`src/rtl/calc_pkg.sv`:
```
// Shared types and constants for the result display path: converter FSM
// states, BCD width and the active-low seven-segment code table.
package calc_pkg;

  typedef enum logic [1:0] {
    IDLE  = 2'd0,
    SHIFT = 2'd1,
    DONE  = 2'd2
  } conv_state_t;

  localparam int BCD_W = 12;

  // Segment codes, bit order {g,f,e,d,c,b,a}, active-low.
  localparam logic [6:0] SEG_BLANK = 7'b1111111;
  localparam logic [6:0] SEG_MINUS = 7'b0111111;
  localparam logic [6:0] SEG_0     = 7'b1000000;
  localparam logic [6:0] SEG_1     = 7'b1111001;
  localparam logic [6:0] SEG_2     = 7'b0100100;
  localparam logic [6:0] SEG_3     = 7'b0110000;
  localparam logic [6:0] SEG_4     = 7'b0011001;
  localparam logic [6:0] SEG_5     = 7'b0010010;
  localparam logic [6:0] SEG_6     = 7'b0000010;
  localparam logic [6:0] SEG_7     = 7'b1111000;
  localparam logic [6:0] SEG_8     = 7'b0000000;
  localparam logic [6:0] SEG_9     = 7'b0010000;

  // Decimal digit to segment code; non-decimal nibbles show blank.
  function automatic logic [6:0] seg_encode(input logic [3:0] digit);
    case (digit)
      4'd0:    seg_encode = SEG_0;
      4'd1:    seg_encode = SEG_1;
      4'd2:    seg_encode = SEG_2;
      4'd3:    seg_encode = SEG_3;
      4'd4:    seg_encode = SEG_4;
      4'd5:    seg_encode = SEG_5;
      4'd6:    seg_encode = SEG_6;
      4'd7:    seg_encode = SEG_7;
      4'd8:    seg_encode = SEG_8;
      4'd9:    seg_encode = SEG_9;
      default: seg_encode = SEG_BLANK;
    endcase
  endfunction

endpackage

```
`src/rtl/bin2bcd_seq.sv`:
```
// Sequential 8-bit binary to 3-digit BCD converter (double-dabble),
// one bit per cycle, MSB first. Starts are ignored while busy.
module bin2bcd_seq
  import calc_pkg::*;
(
  input  logic             clk,
  input  logic             rst,
  input  logic             start,
  input  logic [7:0]       bin,
  output logic             busy,
  output logic             done,
  output logic [BCD_W-1:0] bcd
);

  conv_state_t      state;
  conv_state_t      state_next;
  logic [7:0]       bin_sr;
  logic [BCD_W-1:0] bcd_sr;
  logic [2:0]       bit_cnt;
  logic [BCD_W-1:0] bcd_adj;

  function automatic logic [3:0] add3(input logic [3:0] nib);
    add3 = (nib >= 4'd5) ? nib + 4'd3 : nib;
  endfunction

  assign bcd_adj = {add3(bcd_sr[11:8]), add3(bcd_sr[7:4]), add3(bcd_sr[3:0])};
  assign busy    = (state != IDLE);
  assign done    = (state == DONE);
  assign bcd     = bcd_sr;

  // Next-state: eight shifts, one DONE cycle, then back to IDLE.
  always_comb begin
    state_next = state;
    case (state)
      IDLE:    if (start) state_next = SHIFT;
      SHIFT:   if (bit_cnt == 3'd7) state_next = DONE;
      DONE:    state_next = IDLE;
      default: state_next = IDLE;
    endcase
  end

  // State register plus shift datapath; reset aborts any conversion.
  always_ff @(posedge clk or posedge rst) begin
    if (rst) begin
      state   <= IDLE;
      bin_sr  <= '0;
      bcd_sr  <= '0;
      bit_cnt <= '0;
    end else begin
      state <= state_next;
      case (state)
        IDLE: if (start) begin
          bin_sr  <= bin;
          bcd_sr  <= '0;
          bit_cnt <= '0;
        end
        SHIFT: begin
          bcd_sr  <= {bcd_adj[BCD_W-2:0], bin_sr[7]};
          bin_sr  <= {bin_sr[6:0], 1'b0};
          bit_cnt <= bit_cnt + 3'd1;
        end
        default: ;
      endcase
    end
  end

endmodule

```
`src/rtl/result_display_driver.sv`:
```
// Drives a 4-digit multiplexed seven-segment display (sign, hundreds,
// tens, ones) from an 8-bit magnitude plus sign flag.
module result_display_driver
  import calc_pkg::*;
#(
  parameter logic [15:0] REFRESH_DIV = 16'd50000
) (
  input  logic       clk,
  input  logic       rst,
  input  logic       load,
  input  logic [7:0] value,
  input  logic       neg,
  output logic       busy,
  output logic [6:0] seg,
  output logic [3:0] an
);

  logic             conv_done;
  logic [BCD_W-1:0] conv_bcd;
  logic             neg_pend;
  logic [BCD_W-1:0] disp_bcd;
  logic             disp_neg;
  logic [15:0]      refresh_cnt;
  logic [1:0]       digit_idx;
  logic [6:0]       seg_next;
  logic [3:0]       an_next;
  logic [3:0]       ones, tens, hund;

  bin2bcd_seq u_conv (
    .clk   (clk),
    .rst   (rst),
    .start (load),
    .bin   (value),
    .busy  (busy),
    .done  (conv_done),
    .bcd   (conv_bcd)
  );

  assign ones = disp_bcd[3:0];
  assign tens = disp_bcd[7:4];
  assign hund = disp_bcd[11:8];

  // Sign is taken with the accepted load; the display only changes on done.
  always_ff @(posedge clk or posedge rst) begin
    if (rst) begin
      neg_pend <= 1'b0;
      disp_bcd <= '0;
      disp_neg <= 1'b0;
    end else begin
      if (load && !busy) neg_pend <= neg;
      if (conv_done) begin
        disp_bcd <= conv_bcd;
        disp_neg <= neg_pend;
      end
    end
  end

  // Free-running refresh timer stepping the digit index on each wrap.
  always_ff @(posedge clk or posedge rst) begin
    if (rst) begin
      refresh_cnt <= '0;
      digit_idx   <= '0;
    end else if (refresh_cnt == REFRESH_DIV - 16'd1) begin
      refresh_cnt <= '0;
      digit_idx   <= digit_idx + 2'd1;
    end else begin
      refresh_cnt <= refresh_cnt + 16'd1;
    end
  end

  // Select digit code with leading-zero and sign blanking.
  always_comb begin
    seg_next = SEG_BLANK;
    an_next  = 4'b1111;
    case (digit_idx)
      2'd0: begin
        an_next  = 4'b1110;
        seg_next = seg_encode(ones);
      end
      2'd1: begin
        an_next  = 4'b1101;
        seg_next = (hund == 4'd0 && tens == 4'd0) ? SEG_BLANK : seg_encode(tens);
      end
      2'd2: begin
        an_next  = 4'b1011;
        seg_next = (hund == 4'd0) ? SEG_BLANK : seg_encode(hund);
      end
      default: begin
        an_next  = 4'b0111;
        seg_next = (disp_neg && disp_bcd != '0) ? SEG_MINUS : SEG_BLANK;
      end
    endcase
  end

  // seg and an share one register stage so they switch on the same edge.
  always_ff @(posedge clk or posedge rst) begin
    if (rst) begin
      seg <= SEG_0;
      an  <= 4'b1110;
    end else begin
      seg <= seg_next;
      an  <= an_next;
    end
  end

endmodule

```
`config.mk`:
```
export PLATFORM = sky130hd
export DESIGN_NAME = result_display_driver
export DESIGN_NICKNAME = d
export VERILOG_FILES = /design/src/rtl/calc_pkg.sv /design/src/rtl/bin2bcd_seq.sv /design/src/rtl/result_display_driver.sv
export SDC_FILE = /design/constraint.sdc
export NUM_CORES = 1
export LEC_CHECK = 0
export BUFFER_PORTS_ARGS = -buffer_cell sky130_fd_sc_hd__buf_2
export CELL_PAD_IN_SITES_DETAIL_PLACEMENT = 0
export CELL_PAD_IN_SITES_GLOBAL_PLACEMENT = 1
export CORE_MARGIN = 5
export CORE_UTILIZATION = 45
export DETAILED_ROUTE_END_ITERATION = 8
export PLACE_DENSITY = 0.84
export SYNTH_ARGS = -nofsm -noshare
export SYNTH_HDL_FRONTEND = slang
export SYNTH_HIERARCHICAL = 1
export SYNTH_SLANG_ARGS = --single-unit
```
`constraint.sdc`:
```
create_clock -name clk -period 2.67 [get_ports clk]
set_input_delay 0.267 -clock clk [delete_from_list [all_inputs] [get_ports clk]]
set_output_delay 0.267 -clock clk [all_outputs]
set_load 0.1 [all_outputs]
```
# Word level (Yosys, flattened, before mapping)

Memories as Yosys holds them, arrays and structs flattened.
Index checks and enable logic that the tools add are counted.

Register bits: 68
ROM bits: 336
Bits of input ports: 12
Output and inout bits: 12
Logic and storage cells: 62
Memories kept: 3

Add/sub/neg operators: 6
Order comparisons: 3
Equal/unequal tests: 8
Mux-type cells: 18
Reduce and logical (&&, ||, !) cells: 13

Memory list:

| memory           | depth | bits a word | read ports | clocked after memory_dff | write ports | line           | source |
|---|---|---|---|---|---|---|---|
| (name not given) | 16    | 7           | 1          | 0                        | 0           | calc_pkg.sv:29 | `case (digit)` |
| (name not given) | 16    | 7           | 1          | 0                        | 0           | calc_pkg.sv:29 |  |
| (name not given) | 16    | 7           | 1          | 0                        | 0           | calc_pkg.sv:29 |  |

Operator list:

| kind                                                                                 | count |
|---|---|
| 12-bit one-hot mux with 2 select lines                                               | 1 |
| 7-bit 2-to-1 mux                                                                     | 3 |
| 7-bit one-hot mux with 3 select lines                                                | 1 |
| 16-bit by 1-bit adder with 16-bit output (second input constant)                     | 1 |
| 16-bit == test (second input constant)                                               | 1 |
| 16-bit 2-to-1 mux                                                                    | 1 |
| 8-bit one-hot mux with 2 select lines                                                | 1 |
| 4-bit by 3-bit greater-or-equal comparator with 1-bit output (second input constant) | 3 |
| 12-bit 2-to-1 mux                                                                    | 1 |
| 4-bit one-hot mux with 3 select lines                                                | 1 |
| 12-bit nonzero test                                                                  | 1 |
| 4-bit by 2-bit adder with 4-bit output (second input constant)                       | 2 |
| 4-bit zero test                                                                      | 2 |
| 4-bit 2-to-1 mux                                                                     | 2 |
| 8-bit 2-to-1 mux                                                                     | 1 |
| 3-bit 2-to-1 mux                                                                     | 2 |
| 3-bit one-hot mux with 2 select lines                                                | 1 |
| 2-bit by 1-bit == test with 1-bit output (second input constant)                     | 2 |
| 2-bit == test (second input constant)                                                | 2 |
| 2-bit zero test                                                                      | 2 |
| 2-bit 2-to-1 mux                                                                     | 2 |
| 2-bit one-hot mux with 2 select lines                                                | 1 |
| 2-bit AND reduction                                                                  | 2 |
| 2-bit nonzero test                                                                   | 2 |
| other kinds (8)                                                                      | 10 |

# Longest topological paths before layout

Gate-level depths: netlist of run 1.

Depth in word-level cells: 4
Mapped depth: 6

# Cells and area by module

The synthesis of run 1 kept the hierarchy.

By module, submodules not included:

| module                | times used | cells each | area an instance (um^2) | sequential area each (um^2) |
|---|---|---|---|---|
| result_display_driver | 1          | 258        | 2553.7                  | 1081.0 |
| bin2bcd_seq           | 1          | 136        | 1380.1                  | 625.6 |

# Least setup slack after synthesis of run 1

Ideal clock, no wire load.

Kind: reg-to-reg
Start: register u_conv.state[0]
End: register neg_pend
Library setup time: 125 ps
Data arrival time: 1827 ps
Required time: 2545 ps
Setup slack: 718 ps
Stages on the path, launching flop included: 6
Path buffers: 2
Path through: dfrtp_1 -> buf_6 -> buf_2 -> or2_1 -> nor2b_1 -> mux2_2

Word-level cells in the longest chain between the ends: 3

RTL lines:

| what                     | line                        | source |
|---|---|---|
| start: declaration       | bin2bcd_seq.sv:15           | `conv_state_t state;` |
| start signal: assignment | bin2bcd_seq.sv:50           | `state <= state_next;` |
| 2-bit nonzero test       | bin2bcd_seq.sv:27           | `assign busy = (state != IDLE);` |
| named net busy           | result_display_driver.sv:13 | `output logic busy,` |
| 1-bit zero test          | result_display_driver.sv:50 | `if (load && !busy) neg_pend <= neg;` |
| 1-bit logical AND        | result_display_driver.sv:50 |  |
| end signal: assignment   | result_display_driver.sv:50 |  |
| end: declaration         | result_display_driver.sv:20 | `logic neg_pend;` |

The timed path passes the listed nets, and every way through them passes these cells.
A chain may end at the register's enable or synchronous reset.

# Worst setup path after layout of run 1

Start: register u_conv.state[0]
End: output port busy

Word-level cells in the longest chain between the ends: 1

RTL lines:

| what               | line |
|---|---|
| 2-bit nonzero test | bin2bcd_seq.sv:27 |
| end: declaration   | result_display_driver.sv:13 |

No other way between the ends.

==> summary.md, run 1 <==
The internal portion of the total power is 2.383 mW. Summed over all instances, the cell type with the most area after synthesis is dfrtp_1. The number of cells on the critical path was 2; the number of buffers added to fix hold violations after cts was 0.

The layout filler cell count is 801, and the sum of overflow across all layers after global routing is 0. The signed area change from the synthesized netlist to the final layout came out at 9.256%. Effective utilization at floorplan: 45.55%. The switching share of power is 43.05%, and the number of design-rule violations left by the first detailed-router iteration is 88. The signal on the critical path passes through or2_1, buf_2. Clock-pin slew was measured on the worst setup and hold paths at 0.08 ns. The final layout contains 458 nets. The share of layout cells above drive strength 1 was 15.75%; the critical path's largest stage delay was 0.72 ns.

The worst path buffer plus inverter count works out to 1. By startpoint and endpoint, the worst setup path is classified as flop to output pin. The average instance area after synthesis is 9.984 µm², and the number of nets with antenna violations after routing is 0. The number of different library cells used by synthesis comes to 60. The max-slew violation count was 0; the area of the multi-input gates was 1999 µm². Total power for the finished layout comes to 4.183 mW. The via density per instance is 5.336, and the total power divided by cell area is 973.3 nW/µm².

Tracing the worst setup path back leads to its startpoint at u_conv/state[0]. Once the clock tree was built, the resizer swapped 0 gates to a different size. Setup repair after global routing left no endpoint under its margin. The adder-cell share of the synthesized area came out at 10.18%. When the netlist entered floorplanning its net count stood at 438. For the global placer's final weighted congestion, the log shows 0.8316. The tools report the area of the placeable core as 8636 µm². The global-route met1 utilization came out at 21.38%. In this run, synthesis inferred 0 flip-flops with an integrated enable. Timing would allow up to 503.6 MHz.

Entering global routing, the biggest net connects 44 pins. In the post-synthesis netlist, the cell with the most instances is dfrtp_1. After synthesis, the largest area contributor takes up 40.71% of total cell area. The slowest stage of the critical path belongs to the cell dfrtp_1. The Yosys warning count came out at 6.

The number of global-route vias before repair is 2760. For the pin with the worst max-slew slack, the measured transition is 0.9702 ns. The most used flip-flop cell after synthesis is dfrtp_1. The total of buffers placed on input and output ports works out to 23. The largest family of logic cells by synthesized area is compound AO/OA/AOI/OAI gates.

For the peak supply drop, the log shows 0.0006339 V. The static power due to leakage came out at 1.967 nW. For the maximum clock path buffer count, the log shows 2.

The highest-utilization routing layer at the global route stage is met2. The worst path required time is 2.40 ns. Setup violations remaining at the end of the flow were counted as 0. The clock insertion delay at the later pin of the skew report came out at 0.35 ns.

For this design the top-level I/O count stands at 24. Counting flops with an async set or reset pin after synthesis yields a share of 100.0%. The class of the worst hold path is input pin to async pin.

The worst path uses 74.37% of the clock period. After detailed routing, the average wire length per cell comes to 14.18 µm. Sorting the synthesized cells by how often they occur yields dfrtp_1 (64), nand2_1 (39), ha_1 (32), inv_1 (32), o21ai_0 (32). The tree built by TritonCTS fans out to 68 sinks. The first-pass GRT wire length was 13.06 mm. The sum of negative setup slack is 0 ns. For the number of antenna violations at the first check in global routing, the log shows 0. The fraction of the mapped netlist area in simple logic gates was 16.76%; the worst reg-to-reg path cell count was 6. The tools report the TritonCTS buffer count as 9.

The critical path capture point type was an output pin. For the number of H-tree branching levels, the log shows 3. Per report_power, the combinational group accounts for 42.3% of the total. In this run the cell area of the synthesized design comes to 3934 µm². Summing all flip-flop and latch instances after layout gives 1707 µm². The share of power burned in registers is 38.0%.

Complex-gate fraction of the synthesized area: 17.37%. After synthesis, flip-flops and latches occupy 43.38% of the total area. Along the worst path, the maximum fanout reaches 21. Summed over all nets, the half-perimeter wirelength after detailed placement is 5.382 mm. After clock tree synthesis, the setup repair step added 0 buffers. The x dimension of the die is 103.5 µm, and the xor and xnor area share after synthesis is 3.785%. The post-route clock skew was 0.01030 ns; the time the worst path needs with I/O delays and setup was 1.986 ns. Across the run, the number of max-cap violations was 0.

The cell sitting at the root of the clock tree is a clkbuf_8. For this design the total switching power over the nets is 1.801 mW. The met3 usage came out at 3.018%. The share of total power dissipated in the clock network is 19.7%.

The iteration count of the initial detailed-routing pass is 4. The final hold violation count is 0. Ranked by total cell area, the synthesized netlist is headed by dfrtp_1 (41%), ha_1 (10%), o21ai_0 (4.1%).

Of the post-synthesis cell area, the part taken by muxes is 2.735%. Broken down by cell family, the worst path's largest delay share belongs to flip-flops. At the worst endpoint, the arrival time is 1.72 ns. TritonCTS built the clock tree. The tools report the total DRC errors in the routed layout as 0. The floorplan has 34 rows.

The repair_antennas step left the layout with diodes totalling 0. The synthesized flop and latch total came out at 68. In the synthesized netlist, the number of instances is 394. The launching element type of the critical path was a flop. The logs give 10710 µm² for the floorplan die area and 0.05778 ns for the tightest hold margin. Headroom to the max-slew limit came out at 35.25%. For met2 alone, demand over resource in global routing was 23.97%. The tools report the start of the worst register-to-register path as disp_bcd[9].

The flow ran to the end, and the final reports show no timing, DRC or antenna violations. The final route contains 2812 vias. The final layout contains routed wiring with a total length of 7.475 mm. Global routing consumed, over all layers together, 15.46% of the routing resources. The vertical die dimension works out to 103.5 µm.
==> worst register-to-register path: cells and delay by family, from the launching register on <==
| kind | cells | cell delay [ns] |
|---|---|---|
| DFF | 1 | 0.43 |
| and+or+nand+nor | 1 | 0.23 |
| adders and majority gates | 1 | 0.24 |
| AOI/OAI and AO/OA | 3 | 0.67 |
| buffers and inverters | 1 | 0.12 |
==> cells by family (layout without fill, tap and decap cells) <==
kind of cell / Yosys count / after routing
simple gates: 116 / 116
compound gates: 101 / 101
flops: 68 / 68
buf+inv: 50 / 75
fa+ha+maj: 32 / 32
xor+xnor: 17 / 17
mux: 10 / 10
==> metal layers <==
layer / share of wire (%) / vias to the layer above / wire [µm]
li1: - / 1419 / -
met3: 3.9 / 10 / 290
met2: 46 / 41 / 3460
met5: 0 / - / 0
met4: 1.4 / 0 / 106
met1: 48 / 1342 / 3618
==> power groups by stage <==
stage	Clock (mW)	Combinational (mW)	Sequential [mW]
floorplan	0	1.29	1.76
global placement	0	1.73	1.59
detailed placement	0	1.77	1.61
CTS	0.859	1.78	1.59
global route	0.898	1.98	1.63
finish	0.826	1.77	1.59
==> layout make-up <==
type / instances / area share (%)
Timing Repair Buffer: 27 / 3.377
Inverter: 32 / 2.795
Clock inverter: 7 / 1.572
Multi-Input combinational cell: 276 / 46.52
Sequential cell: 68 / 39.71
Clock buffer: 9 / 2.882
Tap cell: 108 / 3.144
==> state kept, by name, summed over array words and instances (netlist names), 2 cells and up <==
| register | cells |
|---|---|
| seg | 7 |
| refresh_cnt | 16 |
| an | 4 |
| u_conv/bit_cnt | 3 |
| u_conv/state | 2 |
| disp_bcd | 12 |
| u_conv/bcd | 12 |
| u_conv/bin_sr | 8 |
| digit_idx | 2 |
==> cell usage in the layout, fill, tap and decap left out, types with 7 or more instances in the layout <==
master and n:
dfrtp_1 64, nand2_1 39, inv_1 32, o21ai_0 32
ha_1 32, buf_2 23, a21oi_1 17, nor2_1 17
nor2b_1 10, xnor2_1 9, clkbuf_8 9, xor2_1 8
and3b_1 8, nand2b_1 7
==> metrics by stage <==
stage          instances  util, %  instance area, µm²  worst slack, ns
2_1_floorplan        394        -                3934           0.7182
3_3_place_gp         511    47.55                4106           0.9415
3_5_place_dp         511    47.55                4106           0.8848
4_1_cts              527    49.77                4298           0.6413
5_1_grt              527    49.77                4298           0.5754
6_report             527    49.77                4298           0.6842
==> final timing paths <==
path                                      end  slack, ns
max in group asynchronous       u_conv/bcd[5]       1.92
min in group clk                     neg_pend       0.15
worst min-delay path                 neg_pend       0.06
worst max-delay path                     busy       0.68
worst min register to register  u_conv/bcd[0]       0.49
worst max register to register         seg[5]       0.87
Note: power is estimated with default switching activity, not from simulation.
==> run 2: changes to the inputs <==
==> constraint.sdc (replaced) <==
create_clock -name clk -period 2 [get_ports clk]
set_input_delay 0.2 -clock clk [delete_from_list [all_inputs] [get_ports clk]]
set_output_delay 0.2 -clock clk [all_outputs]
set_load 0.1 [all_outputs]
==> summary.md, run 2 (synthesis gave the netlist of run 1 again) <==
The clock network fraction of total power came out at 18.3% (-1.4 points). The switching share of power is 42.91% (-0.13 points). The TritonCTS sink count was 68 (unchanged).

For the layout filler cell count, the log shows 818 (+2.1%). The area of the multi-input gates is 1999 µm² (unchanged). The flow ran to the end, and the final reports show no timing, DRC or antenna violations. Area of the placeable core: 8636 µm² (unchanged). The critical path's largest stage delay came out at 0.59 ns (-0.13 ns). The run gives 0 (unchanged) as the count of max-cap constraint violations. The top cell types in the final layout, fill and taps aside, are dfrtp_1 (64), nand2_1 (39), inv_1 (32), o21ai_0 (32), ha_1 (32). The number of global-route vias before repair was 2706 (-2.0%); the via density per instance was 5.377 (+0.76%).

Of the available clock period, the critical path in the final layout requires 88.29%. The tools report the standard cell area after detailed placement as 4136 µm² (+0.73%). For the clock insertion delay at the later pin of the skew report, the log shows 0.34 ns (about the same). The sum of negative setup slack was 0 ns (unchanged); the first-pass GRT wire length was 12.64 mm (-3.2%). The area occupied by registers was 1707 µm² (unchanged).

The run gives 0.006813 ns (-0.003486 ns) as the post-route clock skew. Sum of overflow across all layers after global routing: 0 (unchanged). X dimension of the die: 103.5 µm (unchanged). The largest register by flop count is refresh_cnt. Area of all placed cells without fillers: 4323 µm² (+0.58%). The run gives 34 (unchanged) as the number of cell rows.

The total power divided by cell area was 1273 nW/µm² (+31%); the total via count after detailed routing was 2855 (+1.5%). The tightest hold margin came out at 0.09592 ns (+0.03813 ns). The sum of internal, switching and leakage power came out at 5.504 mW (+32%). Post-DP HPWL: 5.377 mm (about the same). TritonCTS built the clock tree.

The pin slew with the least headroom to its limit is 0.5312 ns (-0.4390 ns). The share of power burned in registers is 38.2% (+0.2 points), and the reported net switching power is 2.362 mW (+31%). The number of buffers added for setup after CTS is 0 (unchanged), and the clock transition time at the flip-flop clock pins of the worst setup and hold paths is 0.07 ns (about the same).

The largest individual stage delay along the critical path comes from the cell dfrtp_1. For this run, the top clock speed supported by timing is 566.3 MHz. The iteration count of the initial detailed-routing pass came out at 4 (unchanged).

The aggregate global-route resource usage was 14.82% (-0.64 points); the effective utilization at floorplan was 45.55% (unchanged). The logs give 3.142 mW (+32%) for the internal power consumption and 0 (unchanged) for the count of inserted antenna diode cells. The signal arrival time at the worst endpoint came out at 1.57 ns (-0.15 ns). The relative slew slack was 64.59% (+29 points); the peak supply drop was 0.0007770 V (+23%). The clock period could shrink to 1.766 ns. STA classifies the critical path startpoint as a flop. For the global placer's final weighted congestion, the log shows 0.8109 (-2.5%). The combinational share of power is 43.5% (+1.2 points).

The run gives 1.80 ns (-0.60 ns) as the worst path required time. The max-slew violation count came out at 0 (unchanged). Worst path buffer plus inverter count: 1 (unchanged). The worst-path maximum fanout was 12 (-43%). The type of the worst setup path was flop to output pin. The signed area change from the synthesized netlist to the final layout came out at 9.892%. The total DRC errors in the routed layout came out at 0 (unchanged). The run gives 10710 µm² (unchanged) as the floorplan die area. The number of antenna violations at the first check in global routing was 0 (unchanged); the wire length after detailed routing was 7.397 mm (-1.0%).

The root buffer cell chosen for the clock tree is clkbuf_8. The number of setup violations in the final report was 0 (unchanged); the total of buffers placed on input and output ports was 23 (unchanged). Leaving out fill and tap cells, the most frequent cell in the layout is dfrtp_1. For the TritonCTS buffer count, the log shows 9 (unchanged). Setup repair after global routing left no endpoint under its margin. The number of H-tree branching levels was 3 (unchanged); the maximum clock path buffer count was 2 (unchanged).

The static power due to leakage came out at 1.975 nW (+0.43%). The path class of the tightest hold or removal check is input pin to flop. The share of layout cells above drive strength 1 works out to 16.31% (+0.56 points). The number of nets in the layout is 463 (+1.1%), and the largest net degree at the start of global routing is 44 (unchanged). Traced cell by cell, the critical path runs through or2_1, buf_2. The tools report the number of top-level design ports as 24 (unchanged). Number of nets with antenna violations after routing: 0 (unchanged). The routed wirelength normalized by instance count came out at 13.93 µm (-1.8%). The number of design-rule violations left by the first detailed-router iteration was 88 (unchanged). The number of flip-flops under the largest register name was 16 (unchanged); the worst reg-to-reg setup slack was 0.29 ns (-0.58 ns). The vertical die dimension came out at 103.5 µm (unchanged).

The cell family contributing the most delay on the critical path is flip-flops. The tools report the final hold violation count as 0 (unchanged). The worst setup path is captured at an output pin.
-- run 2: cell count changes in the layout (fill, tap and decap cells not counted) --
cell / change
dlygate4sd3_1: +1
clkinv_2: -2
clkinv_4: -2
clkbuf_8: +2
buf_4: +4
bufinv_16: -1
clkinvlp_4: +2
-- run 2: path summary, 6_finish.rpt --
| check | from | to | depth (start not counted) |
|---|---|---|---|
| min in group asynchronous | rst | u_conv/bin_sr[1] | 4 |
| max in group asynchronous | rst | an[3] | 4 |
| worst max-delay path | u_conv/state[0] | busy | 2 |
| worst min register to register | u_conv/bin_sr[7] | u_conv/bcd[0] | 2 |
| worst min-delay path | value[0] | u_conv/bin_sr[0] | 3 |
| worst max register to register | disp_bcd[5] | seg[5] | 6 |
-- run 2: repair_timing --
item | 4_1_cts | 5_1_grt
resized for setup | 0 | 0
endpoints found under the hold margin | 25 | 0
hold buffers | 1 | 0
-- run 2: metrics by stage --
step                      setup slack, ns  instances  util, %
after floorplan                   0.04820        394        -
after global placement             0.3725        515    47.90
after detailed placement           0.3042        515    47.90
after CTS                          0.2016        531    50.06
after global routing               0.1356        531    50.06
final                              0.2343        531    50.06
-- run 2: layer usage --
| metal | routed length (µm) | track usage (%) |
|---|---|---|
| met5 | 0 | 0 |
| met4 | 84 | 4.382 |
| met3 | 267 | 3.890 |
| met2 | 3409 | 23.09 |
| met1 | 3636 | 20.34 |
-- run 2: worst reg2reg max path, delay by kind of cell (launching register included) --
family          cells  cell delay, ns
buf+inv             1            0.14
fa+ha+maj           1            0.22
compound gates      2            0.59
simple gates        2            0.17
flops               1            0.48
-- run 2: final cells by class --
cell class                      instances  area share (%)
Sequential cell                        68           39.48
Clock buffer                           11           3.502
Tap cell                              108           3.126
Multi-Input combinational cell        276           46.25
Clock inverter                          4          0.5789
Inverter                               32           2.779
Timing Repair Buffer                   32           4.284
-- run 2: power by group through the flow --
stage,combinational (mW),clock [mW],sequential [mW]
finish,2.39,1.01,2.10
global placement,2.35,0,2.11
floorplan,1.72,0,2.35
detailed placement,2.40,0,2.13
CTS,2.41,1.05,2.10
global route,2.69,1.10,2.17
==> run 3: changes to the inputs <==
--- a/config.mk
+++ b/config.mk
@@ -9,9 +9,9 @@
 export CELL_PAD_IN_SITES_DETAIL_PLACEMENT = 0
 export CELL_PAD_IN_SITES_GLOBAL_PLACEMENT = 1
 export CORE_MARGIN = 5
-export CORE_UTILIZATION = 45
+export CORE_UTILIZATION = 26
 export DETAILED_ROUTE_END_ITERATION = 8
-export PLACE_DENSITY = 0.84
+export PLACE_DENSITY = 0.57
 export SYNTH_ARGS = -nofsm -noshare
 export SYNTH_HDL_FRONTEND = slang
 export SYNTH_HIERARCHICAL = 1
==> summary.md, run 3 (synthesis gave the netlist of run 1 again) <==
TritonCTS built the clock tree. The run gives 6 (+2) as the iteration count of the initial detailed-routing pass. Area of all placed cells without fillers: 4584 µm² (+6.0%). The root buffer cell chosen for the clock tree is clkbuf_16. The post-DP HPWL is 5.851 mm (+8.8%), and the via density per instance is 4.639 (-14%). The final worst-path cycle share works out to 87.62% (-0.66 points).

The logs give 4237 µm² (+2.4%) for the standard cell area after detailed placement and 3 (unchanged) for the number of H-tree branching levels. The x dimension of the die was 133.0 µm (+29%); the maximum clock frequency was 570.6 MHz (+0.76%). The logs give 0 (unchanged) for the total DRC errors in the routed layout and 0.33 ns (about the same) for the clock insertion delay at the later pin of the skew report. The largest register by flop count was refresh_cnt. The max-slew violation count is 0 (unchanged).

The library cell used most frequently in the layout, excluding fill and tap cells, is dfrtp_1. Vertical die dimension: 133.0 µm (+29%). The time the worst path needs with I/O delays and setup is 1.752 ns (-0.01324 ns), and the number of nets in the layout is 463 (unchanged). The logs give 17690 µm² (+65%) for the floorplan die area and 0.2475 ns (+0.01324 ns) for the least setup slack across all paths after layout. The TritonCTS buffer count was 9 (unchanged). The beginning of the critical path was disp_bcd[9]. Post-route clock skew: 0.004911 ns (-0.001902 ns). The tools report the post-placement worst setup slack as 0.2456 ns (-0.05854 ns). The total of buffers placed on input and output ports was 23 (unchanged); the count of max-cap constraint violations was 0 (unchanged).

The number of flip-flops under the largest register name works out to 16 (unchanged). For the final hold violation count, the log shows 0 (unchanged). The tools report the first-pass GRT wire length as 14.41 mm (+14%). The signed area change from the synthesized netlist to the final layout works out to 16.54%.

Traced cell by cell, the critical path runs through inv_1, ha_1, nand2_1, nor4_4, o21ai_0, a41oi_1. The TritonCTS sink count was 68 (unchanged); the number of global-route vias before repair was 2922 (+8.0%). The static power due to leakage was 2.047 nW (+3.6%); the pin slew with the least headroom to its limit was 0.5366 ns (+0.005358 ns).

Total via count after detailed routing: 2839 (-0.56%). Effective utilization at floorplan: 26.17% (-19 points). The flow ran to the end, and the final reports show no timing, DRC or antenna violations.

The worst reg-to-reg setup slack came out at 0.25 ns (-0.04 ns). The run gives 1600 (+96%) as the layout filler cell count. Highest routed metal layer: met4. Cell family contributing the most delay on the critical path: flip-flops. The run gives 4.017 mm (+10%) as the wire length on met1.

Aggregate global-route resource usage: 9.936% (-4.9 points). The number of top-level design ports is 24 (unchanged). Leaving out fill and tap cells, the most frequent cells in the layout are dfrtp_1 (64), nand2_1 (39), o21ai_0 (32), ha_1 (32), inv_1 (31). The tools report the worst path required time as 2.24 ns (+0.44 ns). Setup repair after global routing left no endpoint under its margin. The number of cell rows is 45 (+32%), and the routed wirelength normalized by instance count is 13.14 µm (-5.7%). The number of antenna violations at the first check in global routing was 0 (unchanged); the clock transition time at the flip-flop clock pins of the worst setup and hold paths was 0.05 ns (-0.02 ns). The sum of met2 wire segment lengths after detailed routing was 3.542 mm (+3.9%). The critical path capture point type was a flop. The number of nets with antenna violations after routing is 0 (unchanged). The sum of overflow across all layers after global routing was 0 (unchanged); the maximum clock path buffer count was 2 (unchanged). Start of the worst register-to-register path: disp_bcd[9]. The largest net degree at the start of global routing was 44 (unchanged). The worst setup path is launched from a flop.

The share of layout cells above drive strength 1 is 16.27% (-0.038 points). The relative slew slack was 64.23% (-0.36 points). The launch point of the worst hold path is neg.

The type of the worst setup path was flop to flop. The worst-path maximum fanout was 8 (-4). For the peak supply drop, the log shows 0.0004494 V (-42%). The worst path buffer plus inverter count is 1 (unchanged), and the global placer's final weighted congestion is 0.7868 (-3.0%). The count of inserted antenna diode cells came out at 0 (unchanged). The area of the placeable core was 15030 µm² (+74%).

The logs give 153 (+74%) for the number of design-rule violations left by the first detailed-router iteration and 0 (unchanged) for the number of setup violations in the final report. The path class of the tightest hold or removal check is input pin to flop. The run gives 345 µm (+29%) as the routed length on met3.

On the critical path, the stage with the largest delay is an instance of dfrtp_1. The signal arrival time at the worst endpoint came out at 1.99 ns (+0.42 ns). Critical path's largest stage delay: 0.43 ns (-0.16 ns).

The total power divided by cell area is 1375 nW/µm² (+8.0%). The wire length after detailed routing is 8.039 mm (+8.7%), and the sum of negative setup slack is 0 ns (unchanged).
## run 3: changes by cell type in the layout (fill, tap and decap cells not counted)
| cell | before | now |
|---|---|---|
| clkbuf_16 | 0 | 9 |
| clkbuf_8 | 11 | 3 |
| bufinv_16 | 0 | 2 |
| clkinv_2 | 2 | 0 |
| clkbuf_1 | 0 | 1 |
| clkinv_1 | 0 | 1 |
| clkinvlp_4 | 2 | 1 |
| inv_1 | 32 | 31 |
## run 3: area by class of cell
class / count / area [µm²] / share of cell area, %
repair buffers: 32 / 185.2 / 4.039
clock inverters: 3 / 67.56 / 1.474
clock buffers: 13 / 270.3 / 5.895
multi-input cells: 276 / 1999 / 43.61
inverters: 32 / 120.1 / 2.620
flip-flops and latches: 68 / 1707 / 37.23
well taps: 188 / 235.2 / 5.131
## run 3: metrics by stage
step | util (%) | hold WS, ns | std cells | power (mW)
floorplan | - | 0.2273 | 394 | 4.068
global placement | 28.18 | 0.3020 | 595 | 4.550
detailed placement | 28.18 | 0.3043 | 595 | 4.579
CTS | 30.50 | 0.09810 | 612 | 6.405
global route | 30.50 | 0.09331 | 612 | 6.803
finish | 30.50 | 0.1072 | 612 | 6.306
## run 3: worst register-to-register path: stages (launching register included)
cell and delay [ns]:
dfrtp_1 0.43, inv_1 0.15, ha_1 0.24, nand2_1 0.11, nor4_4 0.30, o21ai_0 0.16, a41oi_1 0.26
## run 3: timing repair
item / CTS / global route
resized for setup: 0 / 0
setup buffers: 0 / 0
endpoints found under the hold margin: 25 / 0
hold buffers: 1 / 0
## run 3: worst paths after layout
path	depth (start not counted)	to
setup / recovery	6	seg[6]
hold / removal	2	neg_pend
setup reg to reg	6	seg[6]
hold reg to reg	2	u_conv/bin_sr[5]
max in group asynchronous	4	seg[6]
min in group asynchronous	4	u_conv/bcd[3]
## run 3: where the power goes
| part | switching, mW | internal, mW |
|---|---|---|
| registers | 0.366 | 1.74 |
| logic | 1.52 | 0.906 |
| clock network | 0.585 | 1.19 |
| total | 2.47 | 3.84 |
## run 3: routing by layer
layer	GRT usage (%)	vias up
met5	0	-
li1	-	1434
met1	13.24	1351
met4	3.002	0
met3	3.688	12
met2	15.01	42
